<file path="src/rtl/fetch_stage.sv">
// Instruction-fetch front end: owns the PC, drives instruction memory and
// fills the IF/ID register, with load-use stalls and memory-stage redirects.
module fetch_stage #(
    parameter int unsigned        PC_W     = 32,
    parameter int unsigned        INSTR_W  = 32,
    parameter logic [PC_W-1:0]    RESET_PC = '0,
    parameter int unsigned        PC_STEP  = 4,
    parameter logic [INSTR_W-1:0] NOP_WORD = '0
) (
    input  logic               clk,
    input  logic               rst,
    input  logic               stall_i,
    input  logic               jmp_i,
    input  logic [PC_W-1:0]    jmp_target_i,
    output logic [PC_W-1:0]    imem_addr_o,
    input  logic [INSTR_W-1:0] imem_data_i,
    output logic [INSTR_W-1:0] if_instr_o,
    output logic [PC_W-1:0]    if_pc_o,
    output logic               if_valid_o,
    output logic               flush_o,
    output logic [31:0]        fetch_count_o
);

    typedef enum logic [1:0] {
        BOOT = 2'b00,
        RUN  = 2'b01
    } state_t;

    localparam logic [PC_W-1:0] STEP = PC_W'(PC_STEP);

    state_t              state_r;
    logic [PC_W-1:0]     pc_r;
    logic [INSTR_W-1:0]  instr_r;
    logic [PC_W-1:0]     if_pc_r;
    logic                valid_r;
    logic                flush_r;
    logic [31:0]         count_r;

    // Fetch FSM: PC, IF/ID register, flush pulse and delivered-instruction count.
    always_ff @(posedge clk) begin
        if (!rst) begin
            state_r <= BOOT;
            pc_r    <= RESET_PC;
            instr_r <= NOP_WORD;
            if_pc_r <= '0;
            valid_r <= 1'b0;
            flush_r <= 1'b0;
            count_r <= 32'd0;
        end else begin
            case (state_r)
                BOOT: begin
                    // Stall and jump are ignored here so the reset vector is always fetched.
                    instr_r <= imem_data_i;
                    if_pc_r <= pc_r;
                    valid_r <= 1'b1;
                    flush_r <= 1'b0;
                    pc_r    <= pc_r + STEP;
                    count_r <= count_r + 32'd1;
                    state_r <= RUN;
                end
                RUN: begin
                    if (jmp_i) begin
                        // The word at the current PC is wrong-path; emit a bubble instead.
                        pc_r    <= jmp_target_i;
                        instr_r <= NOP_WORD;
                        valid_r <= 1'b0;
                        flush_r <= 1'b1;
                    end else if (stall_i) begin
                        flush_r <= 1'b0;
                    end else begin
                        instr_r <= imem_data_i;
                        if_pc_r <= pc_r;
                        valid_r <= 1'b1;
                        flush_r <= 1'b0;
                        pc_r    <= pc_r + STEP;
                        count_r <= count_r + 32'd1;
                    end
                    state_r <= RUN;
                end
                default: begin
                    flush_r <= 1'b0;
                    state_r <= BOOT;
                end
            endcase
        end
    end

    assign imem_addr_o   = pc_r;
    assign if_instr_o    = instr_r;
    assign if_pc_o       = if_pc_r;
    assign if_valid_o    = valid_r;
    assign flush_o       = flush_r;
    assign fetch_count_o = count_r;

endmodule

</file>
<file path="config.mk">
export PLATFORM = sky130hd
export DESIGN_NAME = fetch_stage
export DESIGN_NICKNAME = d
export VERILOG_FILES = /design/src/rtl/fetch_stage.sv
export SDC_FILE = /design/constraint.sdc
export NUM_CORES = 1
export LEC_CHECK = 0
export CORE_ASPECT_RATIO = 0.9
export CORE_UTILIZATION = 29
export DETAILED_ROUTE_END_ITERATION = 10
export DONT_BUFFER_PORTS = 1
export SYNTH_ARGS = -nofsm -noshare
export SYNTH_HDL_FRONTEND = slang
export SYNTH_SLANG_ARGS = --single-unit
</file>
<file path="constraint.sdc">
create_clock -name clk -period 6 [get_ports clk]
set_clock_uncertainty 0.1 [all_clocks]
set_input_delay 1.2 -clock clk [delete_from_list [all_inputs] [get_ports clk]]
set_output_delay 1.2 -clock clk [all_outputs]
set_load 0.05 [all_outputs]
</file>
==> summary.txt, run 1 <==
Worst setup path
  • Family with the most delay on the worst path: simple AND/OR/NAND/NOR gates
  • Critical path class: in -> reg
  • Worst path buffer plus inverter count: 0
  • Critical Path RT: 6.21 ns
  • Worst-path fanout max: 48
  • Critical path launch point type: input port
  • Element type at the critical path end: register
  • Slowest-stage cell, CP: or3_1
  • Largest stage delay, worst path: 0.74 ns
  • CP cell instances: o21a_2 -> or3_1 -> or4_1 -> a21oi_1
  • Arr. time, crit path: 3.24 ns

Pwr
  • Pwr/cell area: 335.7 nW/um2
  • Leakage: 2.105 nW
  • Worst VDD drop: roughly 0.00012 V

Placement
  • Pre-CTS setup slack: 2.551 ns
  • Input/output buffers: 0
  • Post-DP Area: 5914 um2
  • GPL Wtd Cong: 0.7589
  • Dpl hpwl: 11290 um

Global routing
  • Total GRT Usage: 16.38%
  • Largest net degree at the start of global routing: 78
  • First-pass GRT wire length: 25610 um
  • Initial antenna violation count: 2
  • GRT overflow: 0
  • Vias in the first global route: 4594

Floorplanning
  • Die area: 20470 um2
  • Die Ht: 135.8 um
  • Total core area: 19340 um2
  • # IOs: 198
  • Core Rows: 48
  • DIE WIDTH: between 150 and 200 um
  • Starting density of the core: just under 30%

Synth
  • Post-synth EDFFs: 0
  • Post-synth ARST share: 0%
  • Flip-flop and latch count after synthesis: 131
  • Post-synthesis instance total: 698
  • Distinct cells, synth: 57
  • Post-synthesis area per instance: approximately 8.3 um2
  • Post-synth top area share: between 40 and 50%
  • Yosys warnings: 0
  • Top cells by area, synth: dfxtp_1 (45%), nand2_1 (6.4%), a21oi_1 (5.6%)
  • Mapped Nets: roughly 770
  • Sequential area share after synthesis: 45.45%
  • Top FF cell, synth: dfxtp_1
  • Post-Syn Area: between 5000 and 6000 um2
  • Synth area leader: dfxtp_1

Timing
  • Pins Over Slew Limit: 0
  • Worst setup margin: 2.976 ns
  • Hold Vio Cnt, Final: 0
  • Rel. slew slack: between 20% and 30%
  • Post-route setup TNS: 0 ns
  • Slew @ Worst Pin: 1.132 ns
  • RSZ-0062 raised after global routing: false
  • Setup violators final: 0
  • Achievable Freq: 330.6 MHz
  • Final period demand of the worst path: 3.024 ns
  • Period utilization: 50.41%

Route
  • DR vias/cell: 5.551
  • Post-route ant nets: 0
  • First drt pass iteration count: 5
  • Initial DRC Count: between 200 and 300
  • Number of remaining DRC errors: 0
  • WL/cell: 18.30 um
  • Via count: 5151
  • Routed wire length: about 17000 um

Clocking
  • CTS sink count: 131
  • Clock-pin slew on the worst setup and hold paths: 0.06 ns
  • Clk_lat worst skew: 0.41 ns
  • Depth of the CTS H-tree: 4
  • CTS Buf Count: 17
  • Post-CTS Resized: 0
  • Longest Clk Path Bufs: 2
  • Root Buffer: clkbuf_16
  • Post-CTS Setup Bufs: 0
  • Hold-fix buffers, CTS: 0
  • CTS tree: done

Final layout
  • Post-route cell area: roughly 6500 um2
  • Layout cells sized above 1: 6.499%
  • Area Growth Syn to Fin: 11.84%
  • Layout fillers: a little over 2000
  • Nets@finish: 735

Job
  • MaxCap Viol Count: 0

Hold path
  • HP Class: reg -> reg

Status
  • Status: complete, no violations
-- registers in the layout, summed over array words and instances (netlist names) --
register,count
imem_addr_o,32
if_instr_o,32
if_valid_o,1
fetch_count_o,32
flush_o,1
if_pc_o,32
state_r,1
-- power breakdown --
group / switching (mW) / total, mW / internal [mW]
sequential: 0.180 / 1.09 / 0.908
combinational: 0.0727 / 0.117 / 0.0439
clock: 0.387 / 0.962 / 0.574
total: 0.640 / 2.17 / 1.53
-- cell type report --
| cell class | count | area (um2) | area share [%] |
|---|---|---|---|
| Antenna cell | 1 | 2.502 | 0.03877 |
| Inverter | 10 | 38.79 | 0.6010 |
| Clock buffer | 21 | 450.4 | 6.979 |
| Sequential cell | 131 | 2623 | 40.64 |
| Multi-Input combinational cell | 501 | 2910 | 45.09 |
| Timing Repair Buffer | 4 | 30.03 | 0.4653 |
| Tap cell | 250 | 312.8 | 4.847 |
| Clock inverter | 10 | 86.33 | 1.338 |
-- metal layers --
layer  up-vias  wire (um)  global-route usage (%)  share of wire (%)
li1       2506          -                       -                  -
met1      2436       7841                   21.45                 46
met2       188       7379                   23.99                 43
met3        21       1471                   6.879                8.7
met4         0        290                   5.611                1.7
met5         -          0                       0                  0
-- worst paths after layout --
kind	start	slack [ns]	depth (start not counted)	endpoint
worst max register to register	fetch_count_o[9]	3.04	4	fetch_count_o[28]
worst min-delay path	state_r[0]	0.57	1	if_valid_o
worst min register to register	state_r[0]	0.57	1	if_valid_o
worst max-delay path	jmp_i	2.98	4	fetch_count_o[28]
-- synth_stat cells (all sizes together), types with 9 or more instances --
cell and instances:
nor3 11, or4 21, o31ai 19, a21oi 64, inv 9, a22oi 35, or3 12, clkbuf 48
nand4 24, nor2 59, dfxtp 131, xnor2 11, nand3 22, and4 9, nor4 11, o21ai 23
nand2 99
-- per-stage QoR --
step	power, mW	hold WS (ns)	util [%]	std cells
floorplan	1.190	0.5440	-	698
global placement	1.223	0.5520	30.58	896
detailed placement	1.225	0.5468	30.58	896
CTS	2.196	0.5751	33.36	927
global route	2.261	0.5901	33.36	927
finish	2.167	0.5710	33.37	928
-- kinds of logic after synthesis --
logic type               count (synthesis)  synth area share, %
AND/OR/NAND/NOR                        296                26.06
AO/OA/AOI/OAI                          180                19.99
XOR/XNOR                                16                2.428
multiplexers                             7                1.279
adder cells (fa/ha/maj)                  2               0.4336
flip-flops                             131                45.45
buffers and inverters                   66                4.358
-- layout by cell type, fill, tap and decap left out, types with 9 or more instances in the layout --
cell type  count
nor3_1        11
clkbuf_16     17
or4_1         21
a21oi_1       64
inv_1          9
o31ai_1       19
o21ai_0       22
nand2_1       99
dfxtp_1      131
nor2_1        59
xnor2_1       11
a22oi_1       35
nand4_1       23
or3_1         11
nor4_1        10
nand3_1       21
Power figures use the tool's default switching activity.
==> run 2, diff against run 1 <==
clock period = 3 ns   (was 6 ns; I/O delays follow)
==> run 2 against run 1 <==
Non-clock buffer count up 45. First-iteration DRC count down 5.1%. Die area unchanged. Design area up 6.5%. Final cell count up 5.0%. Sequential cell count unchanged. Wire length up 3.9%.
==> summary.txt, run 2 (synthesized netlist as in run 1, its figures left out) <==
Status
  • Status: complete, no violations

Timing
  • Period utilization: 78.26%
  • Slew @ Worst Pin: 0.9437 ns
  • RSZ-0062 raised after global routing: false
  • Rel. slew slack: 37.09%
  • Setup violators final: 0
  • Post-route setup TNS: 0 ns
  • Hold Vio Cnt, Final: 0
  • Final period demand of the worst path: 2.348 ns
  • Achievable Freq: 425.9 MHz
  • Pins Over Slew Limit: 0

Placement
  • Input/output buffers: 0
  • GPL Wtd Cong: 0.7748
  • Dpl hpwl: 11680 um

Floorplanning
  • Core Rows: 48
  • Total core area: 19340 um2
  • Die area: 20470 um2
  • DIE WIDTH: about 150 um
  • # IOs: a little under 200
  • Starting density of the core: a little under 30%
  • Die Ht: 135.8 um

Final layout
  • Nets@finish: 780
  • Most frequent cells in the layout: dfxtp_1 (131), nand2_1 (99), a21oi_1 (64)
  • Layout cells sized above 1: 12.59%
  • Final Util: 35.53%
  • Layout fillers: 2019
  • Area Growth Syn to Fin: 19.06%
  • Most common cell after layout, fill and taps aside: dfxtp_1

Worst setup path
  • Worst R2R Setup Slack: 0.65 ns
  • R2r worst-path depth: 4
  • Critical R2R Launch: imem_addr_o[16]
  • Worst reg2reg path endpoint: imem_addr_o[31]
  • Critical path launch point type: register
  • Critical path class: reg -> reg
  • Critical Path RT: 3.24 ns
  • Arr. time, crit path: 2.58 ns
  • Worst-path fanout max: 7
  • Element type at the critical path end: register

Route
  • Initial DRC Count: approximately 240
  • First drt pass iteration count: 4
  • Via count: 5307
  • Post-route ant nets: 0
  • WL/cell: 18.12 um
  • DR vias/cell: 5.449
  • Routed wire length: 17650 um
  • Number of remaining DRC errors: 0

Pwr
  • Final Power: 4.546 mW
  • P_int: between 3 and 4 mW
  • Clk pwr share: a little under half
  • Sw Share: 28.51%
  • Leakage: 2.377 nW
  • Worst VDD drop: 0.0002751 V
  • Flop pwr share: 45.1%
  • Pwr/cell area: 661.6 nW/um2
  • Switching Power: about 1.3 mW
  • Gate power share: 9.1%

Clocking
  • Depth of the CTS H-tree: 4
  • Hold-fix buffers, CTS: 0
  • Root Buffer: clkbuf_16
  • CTS tree: done
  • CTS Buf Count: 17
  • Longest Clk Path Bufs: 2
  • Post-CTS Resized: 0
  • CTS sink count: approximately 130
  • Post-CTS Setup Bufs: 0
  • Clock-pin slew on the worst setup and hold paths: roughly 0.06 ns
  • Clk_lat worst skew: 0.42 ns

Global routing
  • GR Util met2: 25.78%
  • Largest net degree at the start of global routing: approximately 120
  • First-pass GRT wire length: 26700 um
  • GRT Max-Usage Layer: met2
  • GRT overflow: 0
  • Vias in the first global route: 4827
  • Global routing usage on met3: 5.940%
  • Total GRT Usage: 17.06%
  • Initial antenna violation count: 1
  • Met1 global-route usage: about 22%

Hold path
  • Hold path endpoint: state_r[0]
  • Worst hold stages: 0
  • HP Class: in -> reg
  • Critical hold path startpoint: rst

Job
  • MaxCap Viol Count: 0
==> run 2: worst max-delay path by stage <==
stage	from	slack (ns)	to
2_1_floorplan	imem_addr_o[4]	0.55	imem_addr_o[31]
3_3_place_gp	state_r[0]	0.64	imem_addr_o[19]
3_5_place_dp	state_r[0]	0.63	imem_addr_o[19]
4_1_cts	state_r[0]	0.62	imem_addr_o[19]
5_1_grt	state_r[0]	0.43	imem_addr_o[10]
6_report	imem_addr_o[16]	0.65	imem_addr_o[31]
==> run 2: final cells by class <==
class                      count  area [um2]  area share, %
timing repair buffer          49       392.9          5.718
sequential                   131        2623          38.17
tap                          250       312.8          4.553
inverter                      10       38.79         0.5646
multi-input combinational    501        2910          42.36
antenna                        1       2.502        0.03642
clock inverter                 9       102.6          1.493
clock buffer                  23       488.0          7.103
==> run 2: stage by stage <==
stage / instance area, um2 / std cells / hold WS [ns] / setup slack, ns
floorplan: 5771 / 698 / 0.5277 / 0.5519
global placement: 6277 / 941 / 0.4922 / 0.6394
detailed placement: 6277 / 941 / 0.5060 / 0.6293
CTS: 6868 / 973 / 0.09307 / 0.6171
global route: 6868 / 973 / 0.08865 / 0.4297
finish: 6870 / 974 / 0.1211 / 0.6522
==> run 2: worst max-delay path, stage by stage (launching register included) <==
cell	delay, ns
dfxtp_1	0.73
nand4_1	0.35
or3_1	0.46
or4_1	0.48
o211ai_1	0.15
==> run 2: power by group through the flow <==
stage	Sequential [mW]	Clock, mW	Combinational, mW
final	2.05	2.09	0.412
after global routing	2.06	2.23	0.447
after CTS	2.05	2.15	0.414
after detailed placement	2.08	0	0.414
after global placement	2.08	0	0.409
after floorplan	2.17	0	0.204
==> run 2: layer usage <==
| layer | up-vias | part of all wire (%) |
|---|---|---|
| met2 | 171 | 45 |
| met1 | 2529 | 46 |
| met3 | 12 | 7.7 |
| li1 | 2595 | - |
| met5 | - | 0 |
| met4 | 0 | 1.2 |
